## src/rtl/ps2_mouse_quad.sv

```systemverilog
// ps2_mouse_quad: PS/2 mouse packets to Atari ST quadrature; define PS2_MOUSE_TIMEOUT_EN for a frame timeout
module ps2_mouse_quad #(
  parameter int ACC_W   = 10,
  parameter int DIV_W   = 10,
  parameter int TMO_CYC = 2000
) (
  input  logic       clk,
  input  logic       reset,
  input  logic       mouse_clk,
  input  logic       mouse_data,
  output logic [5:0] mouse_atari,
  output logic       pkt_valid,
  output logic       frame_err
);
  typedef enum logic [1:0] {HDR, DX, DY} state_t;
  localparam logic signed [ACC_W+1:0] PMAX = (ACC_W+2)'(2**(ACC_W-1)-1);
  localparam logic signed [ACC_W+1:0] ONE  = (ACC_W+2)'(1);
  state_t state, state_d;
  logic [2:0] clk_sr;
  logic [1:0] dat_sr;
  logic [3:0] bit_cnt;
  logic [7:0] sr, dx;
  logic [5:0] hdr;
  logic       par, fall, d, stop_smp, byte_ok, byte_bad, tmo_hit, commit, tick;
  logic [1:0] btn, x_cnt, y_cnt;
  logic signed [ACC_W-1:0] acc_x, acc_y;
  logic signed [ACC_W+1:0] dlt_x, dlt_y;
  logic [DIV_W-1:0] div;
  function automatic logic signed [ACC_W-1:0] upd(input logic signed [ACC_W-1:0] a,
                                                  input logic signed [ACC_W+1:0] dl, input logic stp);
    logic signed [ACC_W+1:0] t;
    t = (ACC_W+2)'(a) + dl;
    t = t > PMAX ? PMAX : t < -PMAX ? -PMAX : t;
    if (stp && a != '0) t = a[ACC_W-1] ? t + ONE : t - ONE;
    t = t > PMAX ? PMAX : t < -PMAX ? -PMAX : t;
    return t[ACC_W-1:0];
  endfunction
  function automatic logic [1:0] gstep(input logic [1:0] c, input logic signed [ACC_W-1:0] a);
    return a == '0 ? c : a[ACC_W-1] ? {~c[0], c[1]} : {c[0], ~c[1]};
  endfunction
  assign fall     = clk_sr[2] & ~clk_sr[1];
  assign d        = dat_sr[1];
  assign stop_smp = fall && bit_cnt == 4'd10;
  assign byte_ok  = stop_smp && d && (^{sr, par});
  assign byte_bad = stop_smp && !byte_ok;
  assign tick     = div == '0;
  assign dlt_x    = (commit && !hdr[4]) ? (ACC_W+2)'($signed({hdr[2], dx})) : '0;
  assign dlt_y    = (commit && !hdr[5]) ? -((ACC_W+2)'($signed({hdr[3], sr}))) : '0;
  assign mouse_atari = {btn, y_cnt, x_cnt};
`ifdef PS2_MOUSE_TIMEOUT_EN
  localparam int TW = $clog2(TMO_CYC + 1);
  logic [TW-1:0] tmo;
  assign tmo_hit = bit_cnt != 4'd0 && !fall && tmo == TW'(TMO_CYC - 1);
  always_ff @(posedge clk)
    if (reset) tmo <= '0;
    else tmo <= (bit_cnt == 4'd0 || fall || tmo_hit) ? '0 : tmo + 1'b1;
`else
  assign tmo_hit = 1'b0;
`endif
  always_ff @(posedge clk) begin
    if (reset) begin
      clk_sr  <= 3'b111;
      dat_sr  <= 2'b11;
      bit_cnt <= '0;
      sr      <= '0;
      par     <= 1'b0;
    end else begin
      clk_sr <= {clk_sr[1:0], mouse_clk};
      dat_sr <= {dat_sr[0], mouse_data};
      if (tmo_hit) bit_cnt <= '0;
      else if (fall) begin
        bit_cnt <= bit_cnt == 4'd0 ? {3'b000, ~d} : bit_cnt == 4'd10 ? 4'd0 : bit_cnt + 4'd1;
        if (bit_cnt inside {[4'd1:4'd8]}) sr <= {d, sr[7:1]};
        if (bit_cnt == 4'd9) par <= d;
      end
    end
  end
  always_comb begin
    state_d = state;
    commit  = 1'b0;
    if (byte_bad || tmo_hit) state_d = HDR;
    else if (byte_ok) begin
      state_d = state == HDR ? (sr[3] ? DX : HDR) : state == DX ? DY : HDR;
      commit  = state == DY;
    end
  end
  always_ff @(posedge clk) begin
    if (reset) begin
      state     <= HDR;
      hdr       <= '0;
      dx        <= '0;
      btn       <= '0;
      acc_x     <= '0;
      acc_y     <= '0;
      x_cnt     <= '0;
      y_cnt     <= '0;
      div       <= '0;
      pkt_valid <= 1'b0;
      frame_err <= 1'b0;
    end else begin
      state     <= state_d;
      div       <= div + 1'b1;
      pkt_valid <= commit;
      frame_err <= byte_bad | tmo_hit;
      if (byte_ok && state == HDR && sr[3]) hdr <= {sr[7:4], sr[1:0]};
      if (byte_ok && state == DX) dx <= sr;
      if (commit) btn <= hdr[1:0];
      acc_x <= upd(acc_x, dlt_x, tick);
      acc_y <= upd(acc_y, dlt_y, tick);
      if (tick) begin
        x_cnt <= gstep(x_cnt, acc_x);
        y_cnt <= gstep(y_cnt, acc_y);
      end
    end
  end
endmodule

```

## config.mk

```make
export PLATFORM = sky130hd
export DESIGN_NAME = ps2_mouse_quad
export DESIGN_NICKNAME = d
export VERILOG_FILES = /design/src/rtl/ps2_mouse_quad.sv
export SDC_FILE = /design/constraint.sdc
export NUM_CORES = 1
export LEC_CHECK = 0
export BUFFER_PORTS_ARGS = -buffer_cell sky130_fd_sc_hd__buf_2
export CORE_MARGIN = 4
export CORE_UTILIZATION = 58
export CTS_CLUSTER_SIZE = 30
export DETAILED_ROUTE_END_ITERATION = 7
export PLACE_DENSITY_LB_ADDON = 0.25
export SYNTH_ARGS = -nofsm -noshare
export SYNTH_HDL_FRONTEND = slang
export SYNTH_SLANG_ARGS = --single-unit
```

## constraint.sdc

```tcl
create_clock -name clk -period 10 [get_ports clk]
set_input_delay 1.5 -clock clk [delete_from_list [all_inputs] [get_ports clk]]
set_output_delay 1.5 -clock clk [all_outputs]
set_load 0.05 [all_outputs]
```

==> results of run 1 <==
[power by group]
part           leakage, nW  internal [mW]  total, mW  switching, mW
sequential           0.588          0.334      0.378         0.0441
clock                0.124          0.173      0.286          0.113
combinational         2.06          0.654       1.69           1.04
total                 2.77           1.16       2.35           1.19
[worst paths after layout]
check | slack, ps | start | cells after the start | end
max | 1630 | sr[3] | 28 | acc_y[3]
min | 410 | clk_sr[0] | 1 | clk_sr[1]
max reg2reg | 1630 | sr[3] | 28 | acc_y[3]
min reg2reg | 410 | clk_sr[0] | 1 | clk_sr[1]
[cells in the final DEF, fill, tap and decap left out, types with 4 or more instances in the layout]
cell      count
nor3_1       21
clkbuf_8     10
inv_1        37
a21oi_1      58
a31oi_1       6
nor4_1       14
nand4_1      10
a211oi_1     14
a21o_1       14
o211a_1       4
or2_2        10
and2_1       15
o21ai_0      48
nand3b_1      4
and3_1        9
dfxtp_1      72
a211o_1       4
mux2i_1      15
nand2_1      82
xnor2_1      34
nor2b_1      10
xor2_1       14
a221oi_1     13
buf_2        11
o21ai_1       6
ha_1         49
nor2_1       89
o21a_1       10
nand2b_1     11
fa_1          4
o211ai_1     10
or3_1        10
nand3_1      23
[kinds of logic after synthesis]
logic type	count (synthesis)
flops	72
xor+xnor	50
buf+inv	73
fa+ha+maj	53
simple gates	335
mux	17
compound gates	234
[sequential cells by signal, indices dropped and copies added (netlist names), 3 cells and up]
| signal | cells |
|---|---|
| clk_sr | 3 |
| dx | 8 |
| hdr | 6 |
| div | 10 |
| acc_y | 10 |
| acc_x | 10 |
| bit_cnt | 4 |
| sr | 8 |
[layout make-up]
type	instances	area, um^2
Clock buffer	11	141
Multi-Input combinational cell	689	4690
Fill cell	979	4110
Sequential cell	72	1440
Tap cell	140	175
Timing Repair Buffer	14	77.6
Inverter	39	146
Clock inverter	5	104
[per-stage QoR]
stage	instances	total power, mW
5_1_grt	970	2.55
3_5_place_dp	954	2.03
3_3_place_gp	954	2.00
6_report	970	2.35
4_1_cts	970	2.33
2_1_floorplan	834	1.73
[layer usage]
layer | up-vias | GRT usage | share of wire
li1 | 3023 | - | -
met1 | 2827 | 0.323 | 0.43
met2 | 196 | 0.441 | 0.48
met3 | 48 | 0.0462 | 0.055
met4 | 0 | 0.107 | 0.031
met5 | - | 0 | 0
==> summary.md, run 1 <==
| Metric | Value |
|---|---|
| Initial antenna violation count | `0` |
| Top Ports | `12` |
| Initial core utilization | `0.595` |
| Via count | `6094` |
| Area leader, netlist | `dfxtp_1` |
| Postcts setup bufs | `0` |
| First-pass DRT Iterations | `5` |
| Post-synthesis cell area | `6470 um^2` |
| Worst setup SP type | `register` |
| Vias in the first global route | `just under 6000` |
| Worst path buffer plus inverter count | `2` |
| Most common cell in the synthesized netlist | `nor2_1` |
| Sequential share of the synthesized area | `0.223` |
| Area Overhead vs Synth | `4.68%` |
| Slowest cell on crit path | `xnor2_1` |
| Final max-slew violation count | `0` |
| Rel. slew slack | `0.259` |
| Register bit count reported by yosys | `72` |
| Clk sink count | `slightly above 70` |
| Cts hold-fix bufs | `0` |
| Syn_nets | `891` |
| DIE AREA | `12900 um^2` |
| 1st-iter DRT viols | `521` |
| GRT Util Overall | `0.259` |
| Post-DP HPWL | `12500 um` |
| Skew-Pair Late Insertion Delay | `about 360 ps` |
| CP max stage delay | `880 ps` |
| Remaining Overflow, GRT | `0` |
| Clock transition at the registers of the reported paths | `about 70 ps` |
| CP delay by family, top | `compound AO/OA/AOI/OAI gates` |
| Antenna Cells | `0` |
| CTS resizes | `0` |
| Port bufs | `11` |
| Mapped Cells | `approximately 830` |
| YS warnings | `0` |
| Drt drc | `0` |
| RSZ-0062 raised after global routing | `false` |
| Share of the synthesized area in the top cell type | `0.223` |
| Crit-path max FO | `16` |
| Worst-case clock buffer depth | `2` |
| Crit path kind | `register to register` |
| Final min period | `8370 ps` |
| Post-Synth Simple-Gate Area | `0.266` |
| Worst slew pin tran | `1100 ps` |
| Most used cell, CP | `ha_1` |
| Post-synth EDFFs | `0` |
| Multiplexer area fraction after synthesis | `0.0272` |
| Routed wire length | `around 16000 um` |
| Clk_skew | `approximately 5.4 ps` |
| Avg Cell Area, Syn | `7.76 um^2` |
| Die Ht | `114 um` |
| Critical Path RT | `10220 ps` |
| Antenna Violating Nets Remaining | `0` |
| Compound-Gate Fraction of Synth Area | `0.252` |
| Final Wtd Congestion | `1.01` |
| H-tree depth | `3` |
| Predominant post-synthesis flop cell | `dfxtp_1` |
| Worst Setup End Kind | `register` |
| Util after Layout | `0.623` |
| # rows | `38` |
| Post-DR wirelength/cell | `16.9 um` |
| Maximum Capacitance Violations | `0` |
| Worst slack, placed | `1800 ps` |
| TritonCTS Buffers | `9` |
| Hold slack | `~410 ps` |
| Synth top cells by count | `nor2_1 (89), nand2_1 (82), dfxtp_1 (72), a21oi_1 (58), ha_1 (49)` |
| CTS tree | `built` |
| Share of cells above drive strength 1 | `0.0867` |
| PwrDens | `347 nW/um^2` |
| # setup viols final | `0` |
| Worst setup margin | `between 1500 and 2000 ps` |
| Hold Path Class | `register to register` |
| Final nets | `882` |
| Post-synthesis adder-cell area fraction | `0.107` |
| Clock root buffer | `clkbuf_8` |
| Largest net degree at the start of global routing | `72` |
| Dpl cell area | `6530 um^2` |
| Unique masters post-synth | `90` |
| Vias/cell | `6.28` |
| Leakage power | `2.77 nW` |
| Final setup TNS | `0 ps` |
| Top cells by area, synth | `dfxtp_1 (22%), ha_1 (9.5%), nor2_1 (5.2%)` |
| Final period utilization | `0.837` |
| Global-route wire length before repair | `27600 um` |
| Core footprint | `10900 um^2` |
| Fmax | `119 MHz` |
| Final hold vios | `0` |
| Worst VDD drop | `0.000284 V` |
| Outcome | `finished, final reports clean` |
| Final instance area | `just under 7000 um^2` |
| Post-synth ARST share | `0` |
| Critical path data arrival time | `8590 ps` |
| Horiz. Die Dim | `114 um` |
| Main combinational cell family by area after synthesis | `simple AND/OR/NAND/NOR gates` |
| Xor/xnor cell area share of the yosys netlist | `0.0709` |
(Power assumes the default switching activity.)
==> run 2: changes to the inputs <==
Settings changed: ABC_AREA set to 1.
Clock period 10 ns to 6.8 ns, I/O delays scaled along.
==> run 2 against run 1 <==
Against the previous run: sequential share of layout area up 1.5 points; critical path type unchanged; area after synthesis down 9.8%; maximum frequency grew 32%; highest routed layer unchanged; cell area decreased by 5.9%; via count shrank 9.3%; cell count rose by 8.2%; clock skew up 18 ps.
==> summary.md, run 2 <==
| Metric | Value |
|---|---|
| # rows | `36` |
| Horiz. Die Dim | `108 um` |
| Post-synth EDFFs | `0` |
| Clk_skew | `23.0 ps` |
| Sequential share of the synthesized area | `0.247` |
| Post-synthesis cell area | `5840 um^2` |
| Share of the synthesized area in the top cell type | `0.247` |
| Placed cell count | `around 1000` |
| Most used cell, CP | `nand2_1` |
| Area Overhead vs Synth | `9.30%` |
| Final cell count without fillers | `1050` |
| Unique masters post-synth | `49` |
| First-pass DRT Iterations | `5` |
| GRT Util Overall | `0.229` |
| Vias in the first global route | `between 4000 and 5000` |
| 1st-iter DRT viols | `266` |
| Critical Path RT | `7020 ps` |
| Filler Cell Count | `921` |
| Via count | `about 5500` |
| CTS tree | `built` |
| Hold Path Class | `register to register` |
| Avg Cell Area, Syn | `6.49 um^2` |
| Worst setup SP type | `register` |
| Synth top cells by count | `nand2_1 (206), inv_1 (123), nor2_1 (85), a21oi_1 (72), dfxtp_1 (72)` |
| Outcome | `finished, final reports clean` |
| Clk sink count | `72` |
| Vias/cell | `~5.3` |
| Leakage power | `between 3 and 4 nW` |
| Post-synth ARST share | `0` |
| Remaining Overflow, GRT | `0` |
| Antenna Violating Nets Remaining | `0` |
| Final Wtd Congestion | `0.920` |
| Most common cell in the synthesized netlist | `nand2_1` |
| Initial core utilization | `0.597` |
| Post-DP HPWL | `9970 um` |
| Skew-Pair Late Insertion Delay | `about 360 ps` |
| Slowest cell on crit path | `fa_1` |
| CP max stage delay | `420 ps` |
| Post-DR wirelength/cell | `roughly 13 um` |
| Routed wire length | `13200 um` |
| Most common cell after layout, fill and taps aside | `nand2_1` |
| Final nets | `969` |
| Largest net degree at the start of global routing | `47` |
| H-tree depth | `3` |
| Most frequent cells in the layout | `nand2_1 (200), inv_1 (122), nor2_1 (83)` |
| Crit path kind | `register to register` |
| Worst VDD drop | `0.000388 V` |
| Final min period | `~6400 ps` |
| Die Ht | `108 um` |
| Top Registers | `acc_x: 10 flops, acc_y: 10 flops, div: 10 flops` |
| # setup viols final | `0` |
| Final max-slew violation count | `0` |
| Area leader, netlist | `dfxtp_1` |
| Top cells by area, synth | `dfxtp_1 (25%), nand2_1 (13%), ha_1 (11%)` |
| Total power | `2.94 mW` |
| Register bit count reported by yosys | `a little over 70` |
| Final period utilization | `0.935` |
| Drt drc | `0` |
| Worst slew pin tran | `694 ps` |
| Share of cells above drive strength 1 | `0.119` |
| DIE AREA | `11700 um^2` |
| Worst Setup End Kind | `register` |
| Maximum Capacitance Violations | `0` |
| Global-route wire length before repair | `roughly 22000 um` |
| Critical path data arrival time | `6580 ps` |
| Rel. slew slack | `0.533` |
| Predominant post-synthesis flop cell | `dfxtp_1` |
| Final hold vios | `0` |
| Top Ports | `12` |
| Mapped Cells | `900` |
| Worst-case clock buffer depth | `2` |
| Initial antenna violation count | `0` |
| Crit-path max FO | `8` |
| Antenna Cells | `0` |
| Clock root buffer | `clkbuf_8` |
| TritonCTS Buffers | `9` |
| Core footprint | `9770 um^2` |
| Fmax | `157 MHz` |
| Port bufs | `11` |
| YS warnings | `0` |
| RSZ-0062 raised after global routing | `true` |
| Clock transition at the registers of the reported paths | `about 100 ps` |
| PwrDens | `461 nW/um^2` |
| Syn_nets | `957` |
-- run 2: logic make-up after synthesis --
group / after synthesis / share of synthesized area
adders and majority gates: 53 / 0.119
AOI/OAI and AO/OA: 170 / 0.162
and+or+nand+nor: 417 / 0.317
DFF: 72 / 0.247
xor gates and xnor gates: 36 / 0.0540
buffers and inverters: 152 / 0.101
-- run 2: final cells by class --
type                    instances  area (um^2)  area share
clock buffers                   9          124      0.0194
inverters                     136          513      0.0804
clock inverters                 7         61.3     0.00961
repair buffers                 17          100      0.0157
flip-flops and latches         72         1450       0.227
multi-input cells             676         3970       0.621
well taps                     133          166      0.0261
-- run 2: path summary, 6_finish.rpt --
| check | start | to | slack, ps | cells after the start |
|---|---|---|---|---|
| worst min register to register | dat_sr[0] | dat_sr[1] | 440 | 1 |
| worst max register to register | sr[6] | acc_y[0] | 440 | 42 |
| worst max-delay path | sr[6] | acc_y[0] | 440 | 42 |
| worst min-delay path | dat_sr[0] | dat_sr[1] | 440 | 1 |
-- run 2: per-stage QoR --
step	util	setup TNS, ps	worst slack, ps	hold WS [ps]	cell area (um^2)
floorplan	-	0	864	389	5840
global placement	0.614	0	90.8	392	6000
detailed placement	0.614	0	74.0	413	6000
CTS	0.633	0	26.6	443	6190
global route	0.653	-499	-85.2	447	6380
finish	0.653	0	441	435	6380
-- run 2: worst max-delay path: cells and delay by family, from the launching register on --
kind            cells  cell delay [ps]
fa+ha+maj           4             1280
xor+xnor            1              170
flops               1              380
buf+inv             6              580
compound gates     11             1770
simple gates       20             2030
-- run 2: report_power, final --
part           internal [mW]  leakage, nW  switching [mW]
sequential             0.487        0.591          0.0540
combinational          0.773         2.36            1.30
clock                  0.139       0.0888           0.185
-- run 2: layer usage --
metal  wire, um  vias to the layer above  track usage
met5          0                        -            0
met1       6430                     2457        0.322
met3        459                       16       0.0322
li1           -                     2960            -
met4        201                        0       0.0595
met2       6080                       96        0.370
-- run 2: repair_timing --
| item | CTS | global route |
|---|---|---|
| endpoints found under the setup margin | 0 | 18 |
| buffers inserted | 0 | 3 |
| hold buffers | 0 | 0 |
| resized for setup | 0 | 49 |
